**config.mk**
```make
export PLATFORM = sky130hd
export DESIGN_NAME = hazard_control_unit
export DESIGN_NICKNAME = d
export VERILOG_FILES = /design/src/rtl/hazard_control_unit.sv
export SDC_FILE = /design/constraint.sdc
export NUM_CORES = 1
export LEC_CHECK = 0
export ABC_AREA = 1
export CORE_MARGIN = 2
export CORE_UTILIZATION = 51
export DETAILED_ROUTE_END_ITERATION = 16
export GPL_ROUTABILITY_DRIVEN = 0
export GPL_TIMING_DRIVEN = 1
export PLACE_DENSITY = 0.8
export REMOVE_ABC_BUFFERS = 1
export SETUP_SLACK_MARGIN = 0.5
export SLEW_MARGIN = 20
export SYNTH_ARGS = -nofsm -noshare
export SYNTH_HDL_FRONTEND = slang
export SYNTH_SLANG_ARGS = --single-unit
```
**constraint.sdc**
```tcl
create_clock -name clk_i -period 2.7 [get_ports clk_i]
set_clock_uncertainty 0.1 [all_clocks]
set_input_delay 0.81 -clock clk_i [delete_from_list [all_inputs] [get_ports clk_i]]
set_output_delay 0.81 -clock clk_i [all_outputs]
set_load 0.02 [all_outputs]
```
**src/rtl/hazard_control_unit.sv**
```systemverilog
// hazard_control_unit: pipeline stall/flush control with memory-wait FSM and performance counters.
// Ports:
//   clk_i, rst_ni                   clock, asynchronous active-low reset
//   rs1_id_i, rs2_id_i              source registers of the instruction in ID
//   rs1_used_id_i, rs2_used_id_i    ID instruction actually reads rs1 / rs2
//   rd_ex_i, mem_read_ex_i          destination register / load flag of the instruction in EX
//   branch_taken_ex_i               branch or jump in EX redirects the PC
//   mem_req_mem_i, mem_ready_i      data-memory access in MEM / access completes this cycle
//   cnt_clr_i                       synchronous clear of the performance counters
//   *_write_o, *_flush_o            pipeline register enables and bubble inserts
//   mem_error_o                     sticky memory-timeout indication
//   stall_cnt_o, flush_cnt_o        saturating stall-cycle and flush-event counts
module hazard_control_unit #(
    parameter int unsigned MEM_TIMEOUT = 16,
    parameter int unsigned CNT_W       = 16
) (
    input  logic             clk_i,
    input  logic             rst_ni,
    input  logic [4:0]       rs1_id_i,
    input  logic [4:0]       rs2_id_i,
    input  logic             rs1_used_id_i,
    input  logic             rs2_used_id_i,
    input  logic [4:0]       rd_ex_i,
    input  logic             mem_read_ex_i,
    input  logic             branch_taken_ex_i,
    input  logic             mem_req_mem_i,
    input  logic             mem_ready_i,
    input  logic             cnt_clr_i,
    output logic             pc_write_o,
    output logic             if_id_write_o,
    output logic             id_ex_write_o,
    output logic             ex_mem_write_o,
    output logic             if_id_flush_o,
    output logic             id_ex_flush_o,
    output logic             mem_wb_flush_o,
    output logic             mem_error_o,
    output logic [CNT_W-1:0] stall_cnt_o,
    output logic [CNT_W-1:0] flush_cnt_o
);
    typedef enum logic [1:0] {RUN, MEM_WAIT, ERROR} state_e;

    state_e             state_q, state_d;
    logic [7:0]         wait_q, wait_d;
    logic               mem_error_q, mem_error_d;
    logic [CNT_W-1:0]   stall_cnt_q, stall_cnt_d, flush_cnt_q, flush_cnt_d;
    logic               mem_stall, branch_flush, load_use;

    always_ff @(posedge clk_i or negedge rst_ni) begin
        if (!rst_ni) begin
            state_q     <= RUN;
            wait_q      <= '0;
            mem_error_q <= 1'b0;
            stall_cnt_q <= '0;
            flush_cnt_q <= '0;
        end else begin
            state_q     <= state_d;
            wait_q      <= wait_d;
            mem_error_q <= mem_error_d;
            stall_cnt_q <= stall_cnt_d;
            flush_cnt_q <= flush_cnt_d;
        end
    end

    // The RUN cycle that first sees the miss is not-ready cycle 1, so the
    // first MEM_WAIT cycle (wait_q = 0) is cycle 2 and timeout fires at MEM_TIMEOUT-2.
    always_comb begin
        state_d = state_q;
        wait_d  = wait_q;
        case (state_q)
            RUN: if (mem_req_mem_i && !mem_ready_i) begin
                state_d = MEM_WAIT;
                wait_d  = '0;
            end
            MEM_WAIT: if (mem_ready_i) state_d = RUN;
                else if (wait_q == 8'(MEM_TIMEOUT - 2)) state_d = ERROR;
                else wait_d = wait_q + 8'd1;
            default: state_d = ERROR;
        endcase
        mem_error_d = mem_error_q || state_d == ERROR;
        stall_cnt_d = cnt_clr_i ? '0
                    : (!pc_write_o && state_q != ERROR && stall_cnt_q != '1) ? stall_cnt_q + 1'b1
                    : stall_cnt_q;
        flush_cnt_d = cnt_clr_i ? '0
                    : (branch_flush && flush_cnt_q != '1) ? flush_cnt_q + 1'b1
                    : flush_cnt_q;
    end

    always_comb begin
        mem_stall      = state_q == ERROR || !mem_ready_i && (state_q == MEM_WAIT || mem_req_mem_i);
        branch_flush   = !mem_stall && branch_taken_ex_i;
        load_use       = !mem_stall && !branch_taken_ex_i && mem_read_ex_i && rd_ex_i != 5'd0 &&
                         ((rs1_used_id_i && rs1_id_i == rd_ex_i) || (rs2_used_id_i && rs2_id_i == rd_ex_i));
        pc_write_o     = rst_ni && !mem_stall && !load_use;
        if_id_write_o  = rst_ni && !mem_stall && !load_use;
        id_ex_write_o  = rst_ni && !mem_stall;
        ex_mem_write_o = rst_ni && !mem_stall;
        if_id_flush_o  = !rst_ni || branch_flush;
        id_ex_flush_o  = !rst_ni || branch_flush || load_use;
        mem_wb_flush_o = !rst_ni || mem_stall;
        mem_error_o    = mem_error_q;
        stall_cnt_o    = stall_cnt_q;
        flush_cnt_o    = flush_cnt_q;
    end
endmodule

```
==> results.toml <==
[power_and_ir_drop]
ir_worst_vdd_v = 0.000268
power-per-cell-area_nw_per_um2 = 346
p_leak_nw = 2.13

[logic_synthesis]
seq_area_frac_synth_pct = 36.5
yosysUniqueCellTypes = 34
syn_area_per_cell_sq_um = 6.97
netlist_instances = 423
synth_top_area_share_pct = 36.5
synth.largest_area_cell = "dfrtp_1"
synth_area_leaders = "dfrtp_1, nand2_1, inv_1, nand3_1, nor2_1"
async_reset_ff_share_pct = 100
synth-seq-cells = 43
ys_warn_count = 0
syn_area_sq_um = 2950
dominantRegCellSynth = "dfrtp_1"
synth-edff-count = 0

[place]
dpl.hpwl_um = 5380
io_buffers = 63
placed_cell_area_sq_um = 3720

[timing]
max_freq_mhz = 395
hold_ws_ns = 0.349
min_period_ns = 2.53
final-max-slew-violation-count = 0
tightestPinTransition_ns = 0.456
setup_viol = 0
rsz0062_at_grt = "yes"
hold_viol_final = 0
slew_headroom_pct = 69.6
finalCritPeriodShare_pct = 93.8

[detailed_routing]
ant_nets = 0
drt_iter0_drc = 213
vias = 2995
drt-vias-per-instance = 5.22
wl_per_cell_um = 13.2
routed_wl_um = 7570
dr.pass1.iters = 5
drc = 0

[cells_and_area]
n_fill_cell = 480
diodes = 0
postLayoutCellArea_sq_um = 3940
area_growth_pct = 33.6
drive_gt1_share_pct = 21.3
nets = 529

[grt]
grt_pass1_wl_um = 12700
grt.overflow.total = 0
grt_start_max_net_pins = 41
grt_pass1_vias = 2821
antenna_found_initial = 0
track_usage_pct = 24.9

[worst_setup_path]
critPathKind = "in -> out"
critPathArrivalTime_ns = 1.62
cp.required_ns = 1.79
path_max_fanout = 2
startpoint_type = "input pin"
critPathCaptureType = "output pin"

[floorplan]
num_rows = 27
ios = 64
start_util_pct = 53.2
dieArea_sq_um = 6400
die_w_um = 80.0
coreArea_sq_um = 5540
die_y_um = 80.0

[clock_tree]
cts_tree = "built"
clk_pin_slew_ns = 0.08
clock-root-buffer = "clkbuf_8"
cts_buffers = 5
cts_hold_buffers = 0
h-tree-depth = 2
cts.sink_count = 43
ctsLongestPathBuffers = 2
clock_latency_ns = 0.30

[outcome]
status = "complete, no violations"

[hold_path]
hp-class = "in -> async"

[run]
drv_cap = 0
worst paths after layout:
check                                from               to  slack, ns  depth (start not counted)
setup reg to reg           stall_cnt_o[0]   stall_cnt_o[0]       0.66                          9
min in group clk_i            mem_error_o      mem_error_o       0.38                          1
hold / removal                     rst_ni  flush_cnt_o[11]       0.35                          2
setup / recovery            rs1_used_id_i    if_id_write_o       0.17                          9
max in group asynchronous          rst_ni   stall_cnt_o[5]       1.61                          3
hold reg to reg               mem_error_o      mem_error_o       0.38                          1
where the power goes:
group / switching (W) / internal (W) / total [W]
registers: 0.000000000135 / 0.000643 / 0.000643
clock network: 0.000226 / 0.000370 / 0.000596
logic: 0.0000698 / 0.0000538 / 0.000124
cells by family after synthesis:
logic type | synth area share [%]
AND/OR/NAND/NOR | 41.0
buffers and inverters | 10.4
AO/OA/AOI/OAI | 5.61
adder cells (fa/ha/maj) | 1.70
XOR/XNOR | 4.76
flip-flops | 36.5
cell usage after synthesis (3+ instances only):
cell / number
a21oi_1: 7
buf_2: 3
clkbuf_1: 3
dfrtp_1: 43
ha_1: 4
inv_1: 60
inv_2: 4
nand2_1: 117
nand2_2: 4
nand3_1: 41
nand4_1: 27
nor2_1: 46
nor2_4: 3
nor3_1: 9
o21ai_0: 7
o21ai_2: 6
or2_2: 3
xnor2_1: 3
xor2_1: 13
worst max-delay path, cell delays in order:
cell	delay, ns
dlygate4sd2_1	0.19
nand2_1	0.05
nor2_1	0.11
nand3_1	0.07
nand2_1	0.07
nand2_2	0.07
nand2_4	0.09
inv_4	0.04
buf_6	0.12
metal layers:
metal,GRT usage [%],part of all wire [%],vias up
li1,-,-,1511
met2,40.8,48,109
met3,4.19,6.8,8
met1,34.1,44,1367
met4,6.27,0.89,0
met5,0,0,-
area by class of cell:
class / instances / area (sq um) / area share [%]
Clock buffer: 6 / 72.6 / 1.84
Clock inverter: 2 / 60.1 / 1.53
Tap cell: 72 / 90.1 / 2.29
Sequential cell: 43 / 1080 / 27.4
Multi-Input combinational cell: 305 / 1630 / 41.5
Inverter: 64 / 253 / 6.42
Timing Repair Buffer: 82 / 751 / 19.1
state kept, by name, summed over array words and instances (netlist names):
signal and cells:
flush_cnt_o 16, mem_error_o 1, stall_cnt_o 16, state_q 2, wait_q 8
layout by cell type (no fill, tap or decap), types with 8 or more instances in the layout:
cell | synthesis | routed
xor2_1 | 13 | 13
inv_2 | 4 | 13
nand4_1 | 27 | 27
dfrtp_1 | 43 | 42
buf_4 | 2 | 16
buf_6 | 2 | 19
nand2_2 | 4 | 10
inv_1 | 60 | 47
nor3_1 | 9 | 8
nand3_1 | 41 | 40
nand2_1 | 117 | 108
dlygate4sd2_1 | 0 | 33
nor2_1 | 46 | 44
timing repair:
item,in CTS,in global routing
endpoints found under the hold margin,0,0
pin swaps,33,22
setup buffers,2,0
gates resized for setup,180,31
endpoints found under the setup margin,72,8
stage by stage:
stage / instances / setup TNS (ns) / power, W / setup slack (ns) / utilization, %
finish: 574 / 0 / 0.00136 / 0.168 / 71.0
global route: 574 / 0 / 0.00141 / 0.0849 / 71.0
CTS: 574 / 0 / 0.00136 / 0.151 / 69.3
detailed placement: 564 / -5.30 / 0.000769 / -0.770 / 67.2
global placement: 564 / -4.58 / 0.000768 / -0.716 / 67.2
floorplan: 412 / -1.37 / 0.000694 / -0.599 / -
Note: power is estimated with default switching activity, not from simulation.
